`src/rtl/servo_btn_stepper_pkg.sv`:
```
// Shared types and default timing constants for the servo controller.
// The PWM stage uses the same defaults.
package servo_pkg;

    localparam int POS_W = 8;

    localparam int DEF_DEBOUNCE_CYCLES = 1_000_000;
    localparam int DEF_REPEAT_DELAY    = 50_000_000;
    localparam int DEF_REPEAT_PERIOD   = 5_000_000;

    typedef enum logic [1:0] {
        IDLE,
        STEP_FIRST,
        DELAY,
        REPEAT
    } state_t;

    typedef enum logic {
        DIR_UP,
        DIR_DN
    } dir_t;

endpackage

```
`src/rtl/servo_btn_stepper_if.sv`:
```
// Button-in / position-out bundle between the board pins, this stepper and the PWM stage.
interface servo_btn_stepper_if;
    import servo_pkg::*;

    logic [1:0]       btn;
    logic [POS_W-1:0] pos;
    logic             step_pulse;
    logic [1:0]       at_limit;

    modport master (output btn, input pos, input step_pulse, input at_limit);
    modport slave  (input btn, output pos, output step_pulse, output at_limit);
endinterface

```
`src/rtl/servo_btn_stepper_debounce.sv`:
```
// Two-flop synchroniser followed by a stable-level debouncer for one raw button.
module btn_debounce #(
    parameter int DEBOUNCE_CYCLES = 1_000_000
) (
    input  logic clk,
    input  logic rst,
    input  logic btn_raw,
    output logic level
);
    localparam int CNT_W = $clog2(DEBOUNCE_CYCLES) + 1;
    localparam logic [CNT_W-1:0] CNT_LAST = CNT_W'(DEBOUNCE_CYCLES - 1);

    logic             sync1_q, sync2_q;
    logic             level_q;
    logic [CNT_W-1:0] cnt_q;

    always_ff @(posedge clk) begin
        if (rst) begin
            sync1_q <= 1'b0;
            sync2_q <= 1'b0;
            level_q <= 1'b0;
            cnt_q   <= '0;
        end else begin
            sync1_q <= btn_raw;
            sync2_q <= sync1_q;
            if (sync2_q == level_q) begin
                cnt_q <= '0;
            end else if (cnt_q == CNT_LAST) begin
                // Edge on which the count reaches DEBOUNCE_CYCLES: accept the new level.
                level_q <= sync2_q;
                cnt_q   <= '0;
            end else begin
                cnt_q <= cnt_q + 1'b1;
            end
        end
    end

    assign level = level_q;
endmodule

```
`src/rtl/servo_btn_stepper.sv`:
```
// Debounced up/down buttons step an 8-bit servo position with press-and-hold
// auto-repeat, saturating at POS_MIN/POS_MAX.
module servo_btn_stepper
    import servo_pkg::*;
#(
    parameter int               DEBOUNCE_CYCLES = DEF_DEBOUNCE_CYCLES,
    parameter int               REPEAT_DELAY    = DEF_REPEAT_DELAY,
    parameter int               REPEAT_PERIOD   = DEF_REPEAT_PERIOD,
    parameter logic [POS_W-1:0] POS_MIN         = 8'd0,
    parameter logic [POS_W-1:0] POS_MAX         = 8'd255,
    parameter logic [POS_W-1:0] POS_RESET       = 8'd128
) (
    input  logic              clk,
    input  logic              rst,
    servo_btn_stepper_if.slave bus
);
    localparam int RPT_MAX = (REPEAT_DELAY > REPEAT_PERIOD) ? REPEAT_DELAY : REPEAT_PERIOD;
    localparam int RPT_W   = $clog2(RPT_MAX) + 1;
    localparam logic [RPT_W-1:0] RPT_DELAY_LD  = RPT_W'(REPEAT_DELAY - 1);
    localparam logic [RPT_W-1:0] RPT_PERIOD_LD = RPT_W'(REPEAT_PERIOD - 1);

    logic db_up, db_dn;

    btn_debounce #(.DEBOUNCE_CYCLES(DEBOUNCE_CYCLES)) u_db_up (
        .clk(clk), .rst(rst), .btn_raw(bus.btn[0]), .level(db_up)
    );
    btn_debounce #(.DEBOUNCE_CYCLES(DEBOUNCE_CYCLES)) u_db_dn (
        .clk(clk), .rst(rst), .btn_raw(bus.btn[1]), .level(db_dn)
    );

    logic up_cmd, dn_cmd, cmd_act;
    dir_t cmd_dir;

    assign up_cmd  = db_up & ~db_dn;
    assign dn_cmd  = db_dn & ~db_up;
    assign cmd_act = up_cmd | dn_cmd;
    assign cmd_dir = dn_cmd ? DIR_DN : DIR_UP;

    state_t           state_q, state_d;
    dir_t             dir_q, dir_d;
    logic [RPT_W-1:0] rpt_q, rpt_d;
    logic [POS_W-1:0] pos_q, pos_d;
    logic             pulse_q, pulse_d;
    logic             step_req;

    // The first step is applied on the edge leaving IDLE, and STEP_FIRST already
    // counts down, so first step -> first repeat is exactly REPEAT_DELAY cycles.
    always_comb begin
        state_d  = state_q;
        dir_d    = dir_q;
        rpt_d    = rpt_q;
        step_req = 1'b0;
        case (state_q)
            IDLE: begin
                if (cmd_act) begin
                    step_req = 1'b1;
                    dir_d    = cmd_dir;
                    rpt_d    = RPT_DELAY_LD;
                    state_d  = STEP_FIRST;
                end
            end
            STEP_FIRST, DELAY, REPEAT: begin
                if (!cmd_act || cmd_dir != dir_q) begin
                    rpt_d   = '0;
                    state_d = IDLE;
                end else if (rpt_q == '0) begin
                    step_req = 1'b1;
                    rpt_d    = RPT_PERIOD_LD;
                    state_d  = REPEAT;
                end else begin
                    rpt_d = rpt_q - 1'b1;
                    if (state_q == STEP_FIRST) state_d = DELAY;
                end
            end
            default: state_d = IDLE;
        endcase
    end

    always_comb begin
        pos_d   = pos_q;
        pulse_d = 1'b0;
        if (step_req) begin
            if (dir_d == DIR_UP && pos_q != POS_MAX) begin
                pos_d   = pos_q + 1'b1;
                pulse_d = 1'b1;
            end else if (dir_d == DIR_DN && pos_q != POS_MIN) begin
                pos_d   = pos_q - 1'b1;
                pulse_d = 1'b1;
            end
        end
    end

    always_ff @(posedge clk) begin
        if (rst) begin
            state_q <= IDLE;
            dir_q   <= DIR_UP;
            rpt_q   <= '0;
            pos_q   <= POS_RESET;
            pulse_q <= 1'b0;
        end else begin
            state_q <= state_d;
            dir_q   <= dir_d;
            rpt_q   <= rpt_d;
            pos_q   <= pos_d;
            pulse_q <= pulse_d;
        end
    end

    assign bus.pos        = pos_q;
    assign bus.step_pulse = pulse_q;
    assign bus.at_limit   = {pos_q == POS_MIN, pos_q == POS_MAX};
endmodule

```
`src/flat_wrapper.sv`:
```
// flat-port wrapper written by rule: the top's interface ports become plain ports
module servo_btn_stepper_flat import servo_pkg::*;
#(
    parameter int               DEBOUNCE_CYCLES = DEF_DEBOUNCE_CYCLES,
    parameter int               REPEAT_DELAY    = DEF_REPEAT_DELAY,
    parameter int               REPEAT_PERIOD   = DEF_REPEAT_PERIOD,
    parameter logic [POS_W-1:0] POS_MIN         = 8'd0,
    parameter logic [POS_W-1:0] POS_MAX         = 8'd255,
    parameter logic [POS_W-1:0] POS_RESET       = 8'd128
)
  (clk, rst, bus_btn, bus_pos, bus_step_pulse, bus_at_limit);
  servo_btn_stepper_if bus_i ();
  input  logic clk;
  input  logic rst;
  input wire logic [$bits(bus_i.btn)-1:0] bus_btn;
  output wire logic [$bits(bus_i.pos)-1:0] bus_pos;
  output wire logic [$bits(bus_i.step_pulse)-1:0] bus_step_pulse;
  output wire logic [$bits(bus_i.at_limit)-1:0] bus_at_limit;
  assign bus_i.btn = bus_btn;
  assign bus_pos = bus_i.pos;
  assign bus_step_pulse = bus_i.step_pulse;
  assign bus_at_limit = bus_i.at_limit;
  servo_btn_stepper #(.DEBOUNCE_CYCLES(DEBOUNCE_CYCLES), .REPEAT_DELAY(REPEAT_DELAY), .REPEAT_PERIOD(REPEAT_PERIOD), .POS_MIN(POS_MIN), .POS_MAX(POS_MAX), .POS_RESET(POS_RESET)) u_core (.clk(clk), .rst(rst), .bus(bus_i));
endmodule
```
`config.mk`:
```
export PLATFORM = sky130hd
export DESIGN_NAME = servo_btn_stepper_flat
export DESIGN_NICKNAME = d
export VERILOG_FILES = /design/src/rtl/servo_btn_stepper_pkg.sv /design/src/rtl/servo_btn_stepper_if.sv /design/src/rtl/servo_btn_stepper_debounce.sv /design/src/rtl/servo_btn_stepper.sv /design/src/flat_wrapper.sv
export SDC_FILE = /design/constraint.sdc
export NUM_CORES = 1
export LEC_CHECK = 0
export BUFFER_PORTS_ARGS = -buffer_cell sky130_fd_sc_hd__buf_2
export CAP_MARGIN = 5
export CORE_MARGIN = 3
export CORE_UTILIZATION = 30
export CTS_CLUSTER_DIAMETER = 100
export DETAILED_ROUTE_END_ITERATION = 12
export GPL_ROUTABILITY_DRIVEN = 0
export GPL_TIMING_DRIVEN = 0
export PLACE_DENSITY = 0.46
export REMOVE_ABC_BUFFERS = 1
export SLEW_MARGIN = 20
export SYNTH_ARGS = -nofsm -noshare
export SYNTH_HDL_FRONTEND = slang
export SYNTH_HIERARCHICAL = 1
export SYNTH_SLANG_ARGS = --single-unit
```
`constraint.sdc`:
```
create_clock -name clk -period 4.9 [get_ports clk]
set_clock_uncertainty 0.2 [all_clocks]
set_input_delay 1.225 -clock clk [delete_from_list [all_inputs] [get_ports clk]]
set_output_delay 1.225 -clock clk [all_outputs]
set_load 0.02 [all_outputs]
```
# After elaboration in Yosys (flattened, before gate mapping)
# Index checks and enable logic that the tools add are counted.
word_totals:
  reg_bits: 87
  latchBits: 0
  rom_bits: 0
  n_memories: 0
  inputBits: 4
  out_inout_bits: 11
  ram_bits: 0
  elab_cells: 76
op_classes:
  n_div: 0
  reduce_logical: 17
  order_cmp: 0
  bitwise_logic: 9
  n_eq_ne: 12
  shifts: 0
  muxes: 20
  add_sub_neg: 5
  multipliers: 0
ops:
  columns: ["op", "n"]
  rows:
  - ["27-bit 2-to-1 mux", 3]
  - ["27-bit one-hot mux with 2 select lines", 1]
  - ["21-bit by 1-bit adder with 21-bit output (second input constant)", 2]
  - ["21-bit by 20-bit == test with 1-bit output (second input constant)", 2]
  - ["27-bit zero test", 1]
  - ["27-bit by 1-bit subtractor with 27-bit output (second input constant)", 1]
  - ["8-bit 2-to-1 mux", 2]
  - ["3-bit OR reduction", 3]
  - ["8-bit by 1-bit adder with 8-bit output (second input constant)", 1]
  - ["8-bit == test (second input constant)", 1]
  - ["8-bit zero test", 1]
  - ["1-bit 2-to-1 mux", 8]
  - ["2-bit 2-to-1 mux", 4]
  - ["8-bit inequality test (second input constant)", 1]
  - ["2-bit AND reduction", 4]
  - ["8-bit nonzero test", 1]
  - ["8-bit by 1-bit subtractor with 8-bit output (second input constant)", 1]
  - ["1-bit inverter", 6]
  - ["2-bit == test (second input constant)", 2]
  - ["4-bit by 1-bit inequality test with 1-bit output (second input constant)", 1]
  - ["2-bit one-hot mux with 2 select lines", 1]
  - ["1-bit AND", 2]
  - ["1-bit == test", 2]
  - ["2-bit by 1-bit == test with 1-bit output (second input constant)", 1]
  - ["other kinds (10)", 11]

# Longest topological paths before layout
depth:
  depth_word: 9
  mapped_depth: 13

# Cells and area by module
# The synthesis kept the hierarchy.
modules_own_cells:
  columns: ["module", "cells_each", "seq_area_each_um2", "instances", "area_each_um2"]
  rows:
  - ["servo_btn_stepper", 301, 780.7, 1, 2362.3]
  - ["btn_debounce", 119, 480.5, 2, 1074.8]

# Worst setup path before layout
# OpenSTA, ideal clock, no wires.
synth_path:
  kind: "reg2reg"
  start: "register u_core.u_db_up.level_q, in the netlist u_core/u_db_up/level"
  end: "register u_core.pos_q[6], in the netlist u_core/bus.pos[6]"
  path_buffers: 1
  path_slack_ns: 0.925
  path_stages_with_launch: 14
  arrival_time_ns: 3.708
  setup_time_ns: 0.067
  cell_sequence: "dfxtp_1 > inv_1 > ha_1 > clkbuf_1 > nor3_1 > mux2i_1 > o21ai_0 > fa_1 > a21o_1 > a21oi_1 > nor2b_1 > or4_1 > a31o_1 > a21oi_2"
synth_via:
  elab_chain_len: 9
  word_cells_on_any_way: 19
synth_rtl:
  columns: ["item", "line", "source"]
  rows:
  - ["start: declaration", "servo_btn_stepper_debounce.sv:14", "logic level_q;"]
  - ["start signal: assignment", "servo_btn_stepper_debounce.sv:30", "level_q <= sync2_q;"]
  - ["1-bit inverter", "servo_btn_stepper.sv:35", "assign dn_cmd = db_dn & ~db_up;"]
  - ["1-bit AND", "servo_btn_stepper.sv:35", null]
  - ["1-bit 2-to-1 mux or 1-bit bitwise OR (tied branches)", "servo_btn_stepper.sv:37, servo_btn_stepper.sv:36", null]
  - ["1-bit 2-to-1 mux", "servo_btn_stepper.sv:55", "if (cmd_act) begin"]
  - ["1-bit 2-to-1 mux", "servo_btn_stepper.sv:53", "case (state_q)"]
  - ["1-bit inverter", "servo_btn_stepper.sv:83", "if (dir_d == DIR_UP && pos_q != POS_MAX) begin"]
  - ["1-bit logical AND", "servo_btn_stepper.sv:83", null]
  - ["2-bit nonzero test (no source line)", null, null]
  - ["2-bit AND reduction (no source line)", null, null]
  - ["end signal: assignment", "servo_btn_stepper.sv:104", "pos_q <= pos_d;"]
  - ["end: declaration", "servo_btn_stepper.sv:42", "logic [POS_W-1:0] pos_q, pos_d;"]
# Several ways; a longest one is shown, not always the timed one.
# A chain may end at the register's enable or synchronous reset.

# Worst setup path after layout
layout_path:
  start: "register u_core.u_db_up.level_q, in the netlist u_core/u_db_up/level"
  end: "register u_core.pos_q[7], in the netlist u_core/bus.pos[7]"
# Same word-level chain as after synthesis.

==> results.py <==
metrics = {
    "power_and_ir_drop": {
        "p_per_area_nw_per_um2": 276,
        "leakagePower_nw": 1.85,
        "comb_power_share_pct": 1.2,
        "clock_power_share_pct": 47.5,
        "swShare_pct": 20.2,
        "peakVddDrop_v": 0.000172,
        "p_seq_share_pct": 51.3,
        "switchingPower_mw": 0.280,
        "p_int_mw": 1.10,
    },
    "floorplan": {
        "core_um2": 14600,
        "initial_core_util_pct": 30.8,
        "fp-row-count": 44,
        "die_w_um": 129,
        "die_h_um": 129,
        "ios": 15,
        "die-area_um2": 16500,
    },
    "final_layout": {
        "final_cell_mix": "dfxtp_1, nor2_1, a21oi_1, o21ai_0, nand2_1",
        "area_growth_pct": 11.0,
        "finalInstanceArea_um2": 5010,
        "layout-drive-gt1-share_pct": 10.1,
        "layout_commonest_cell": "dfxtp_1",
        "multi_input_area_um2": 2600,
        "antennaDiodeCount": 0,
        "final_core_util_pct": 34.2,
        "layout.nets": 564,
        "nFillCells": 1551,
        "seqCellArea_um2": 1740,
    },
    "cts": {
        "cts_made_buffers": 9,
        "cts_root_buf": "clkbuf_16",
        "htree_levels": 3,
        "clk_latency_ns": 0.33,
        "clk_pin_slew_worst_paths_ns": 0.06,
        "cts_tree": "built",
        "cts_setup_buffers": 0,
        "cts.path.max_buffers": 2,
        "cts.sinks": 87,
    },
    "grt": {
        "grt_pass1_vias": 3765,
        "grt_pass1_wl_um": 18200,
        "grt.overflow.total": 0,
        "grt_max_degree": 42,
        "grt_usage_pct": 13.4,
        "antenna_found_initial": 0,
    },
    "detailed_routing": {
        "wl_per_cell_um": 14.2,
        "route.detailed.drc": 0,
        "via_per_inst": 5.28,
        "wl_um": 10500,
        "vias": 3888,
        "dr.pass1.iters": 5,
        "dr.first_iter.drc_count": 238,
        "antenna_left": 0,
    },
    "timing": {
        "slew-limit-headroom_pct": 28.4,
        "fin_crit_ns": 4.36,
        "tns_ns": 0,
        "fin_crit_sh_pct": 89.1,
        "setup_viol": 0,
        "max_freq_mhz": 229,
        "slew_violations": 0,
        "hold_viol_final": 0,
        "grt_setup_unrepaired": "no",
        "worst_slew_pin_slew_ns": 1.06,
        "holdWs_ns": 0.243,
        "finalWorstSetupSlack_ns": 0.536,
    },
    "critical_path": {
        "cp-end-kind": "flop",
        "crit_chain": "inv_1, ha_1, nor3_2, mux2i_1, o21ai_0, ha_1, a21oi_1, o211ai_1, o41ai_1, xor2_1, nor3_1, or3b_1",
        "r2r_slack_ns": 0.54,
        "r2r_start": "u_core/u_db_up/level",
        "cp_data_required_time_ns": 4.91,
        "critPathSlowestCell": "nor3_2",
        "path_max_fanout": 9,
        "crit_top_cell": "ha_1",
        "critPathLaunchType": "flop",
        "crit_type": "flop to flop",
        "cpPeakStageDelay_ns": 0.56,
        "ff2ff_path_depth": 12,
        "cp.arrival_ns": 4.38,
        "r2r_end": "u_core/bus.pos[7]",
    },
    "job": {
        "drv_cap": 0,
    },
    "hold_path": {
        "holdPathEnd": "u_core/u_db_dn/sync2_q",
        "hold_path.class": "flop to flop",
        "holdPathStages": 1,
        "min_from": "u_core/u_db_dn/sync1_q",
    },
    "synth": {
        "yosysUniqueCellTypes": 60,
        "syn-mean-instance-area_um2": 8.37,
        "yosysWarnings": 6,
        "netlist_area_um2": 4510,
        "synth-async-reset-ratio_pct": 0,
        "ys_seq_elements": 87,
        "synth_edf_count": 0,
        "seq_area_frac_synth_pct": 38.6,
        "ys_dominant_reg_cell": "dfxtp_1",
        "synthCells": 539,
    },
    "placed_design": {
        "post_dp_cell_area_um2": 4720,
        "port_buffers": 14,
        "place_hpwl_um": 7180,
        "pre_cts_slack_ns": 0.149,
    },
    "run_status": {
        "outcome": "completed",
    },
}
## kinds of logic after synthesis
group / Yosys count / synth area share [%]
AOI/OAI and AO/OA: 122 / 15.9
xor gates and xnor gates: 36 / 6.99
adders and majority gates: 13 / 3.72
buffers and inverters: 35 / 4.13
DFF: 87 / 38.6
muxes: 7 / 1.55
and+or+nand+nor: 239 / 29.1
## cell type report
cell class,count,share of cell area [%]
Tap cell,184,4.60
Multi-Input combinational cell,417,51.9
Inverter,17,1.27
Timing Repair Buffer,16,1.85
Clock inverter,4,0.950
Sequential cell,87,34.8
Clock buffer,11,4.65
## Yosys cell counts, types with 3 or more instances
cell type / n / share of area, %
dfxtp_1: 87 / 39
nor2_1: 68 / 5.7
o21ai_0: 42 / 4.7
a21oi_1: 40 / 4.4
nand2_1: 32 / 2.7
xor2_1: 26 / 5.0
nand3_1: 24 / 2.7
nor3_1: 20 / 2.2
inv_1: 17 / 1.4
nand4_1: 12 / 1.7
o31ai_1: 12 / 2.0
and3_1: 11 / 1.5
ha_1: 11 / 3.1
nor4_1: 11 / 1.5
or4_1: 11 / 1.8
a31oi_1: 10 / 1.4
xnor2_1: 10 / 1.9
clkbuf_1: 7 / 0.58
mux2i_1: 7 / 1.6
or3_1: 7 / 0.97
and2_1: 5 / 0.69
buf_6: 5 / 1.2
nor2b_1: 5 / 0.69
or3_2: 5 / 0.83
buf_4: 4 / 0.67
nand2b_1: 3 / 0.42
or2_2: 3 / 0.42
## routing by layer
layer	global-route usage (%)	wire length [um]	part of all wire (%)	vias up
met1	18.0	5130	49	1837
met3	2.70	383	3.7	17
met4	3.77	152	1.5	0
li1	-	-	-	1980
met5	0	0	0	-
met2	21.8	4790	46	54
## sequential cells by signal (all words and copies together), names as in the netlist, 2 cells and up
register	cells
u_core/bus.pos	8
u_core/rpt_q	27
u_core/u_db_up/cnt_q	21
u_core/u_db_dn/cnt_q	21
u_core/state_q	2
## per-stage QoR
step | std cells | power (mW)
4_1_cts | 736 | 1.42
6_report | 736 | 1.38
3_3_place_gp | 719 | 0.742
5_1_grt | 736 | 1.45
2_1_floorplan | 521 | 0.732
3_5_place_dp | 721 | 0.743
## critical path: cells and delay by family, from the launching register on
kind | cells | cell delay, ns
AOI/OAI and AO/OA | 4 | 1.12
and+or+nand+nor | 3 | 0.99
adders and majority gates | 2 | 0.90
muxes | 1 | 0.38
DFF | 1 | 0.37
xor gates and xnor gates | 1 | 0.22
buffers and inverters | 1 | 0.06
## power by group through the flow
stage	logic, mW	registers [mW]	clock network [mW]
2_1_floorplan	0.00649	0.726	0
3_3_place_gp	0.0155	0.726	0
5_1_grt	0.0188	0.710	0.718
3_5_place_dp	0.0169	0.726	0
4_1_cts	0.0170	0.710	0.689
6_report	0.0164	0.710	0.657
## worst max-delay path by stage
stage               slack (ns)                  from                end  depth (start not counted)
finish                    0.54  u_core/u_db_up/level  u_core/bus.pos[7]                         12
CTS                       0.13  u_core/u_db_up/level  u_core/bus.pos[7]                         12
global placement          0.11  u_core/u_db_up/level  u_core/bus.pos[7]                         12
floorplan                 0.98  u_core/u_db_up/level  u_core/bus.pos[7]                         12
global route              0.18  u_core/u_db_up/level  u_core/bus.pos[7]                         12
detailed placement        0.15  u_core/u_db_up/level  u_core/bus.pos[7]                         12
## repair_timing
item	CTS	global route
hold buffers	0	0
gates resized for setup	0	1
setup endpoints to repair	0	2
Note: power is estimated with default switching activity, not from simulation.
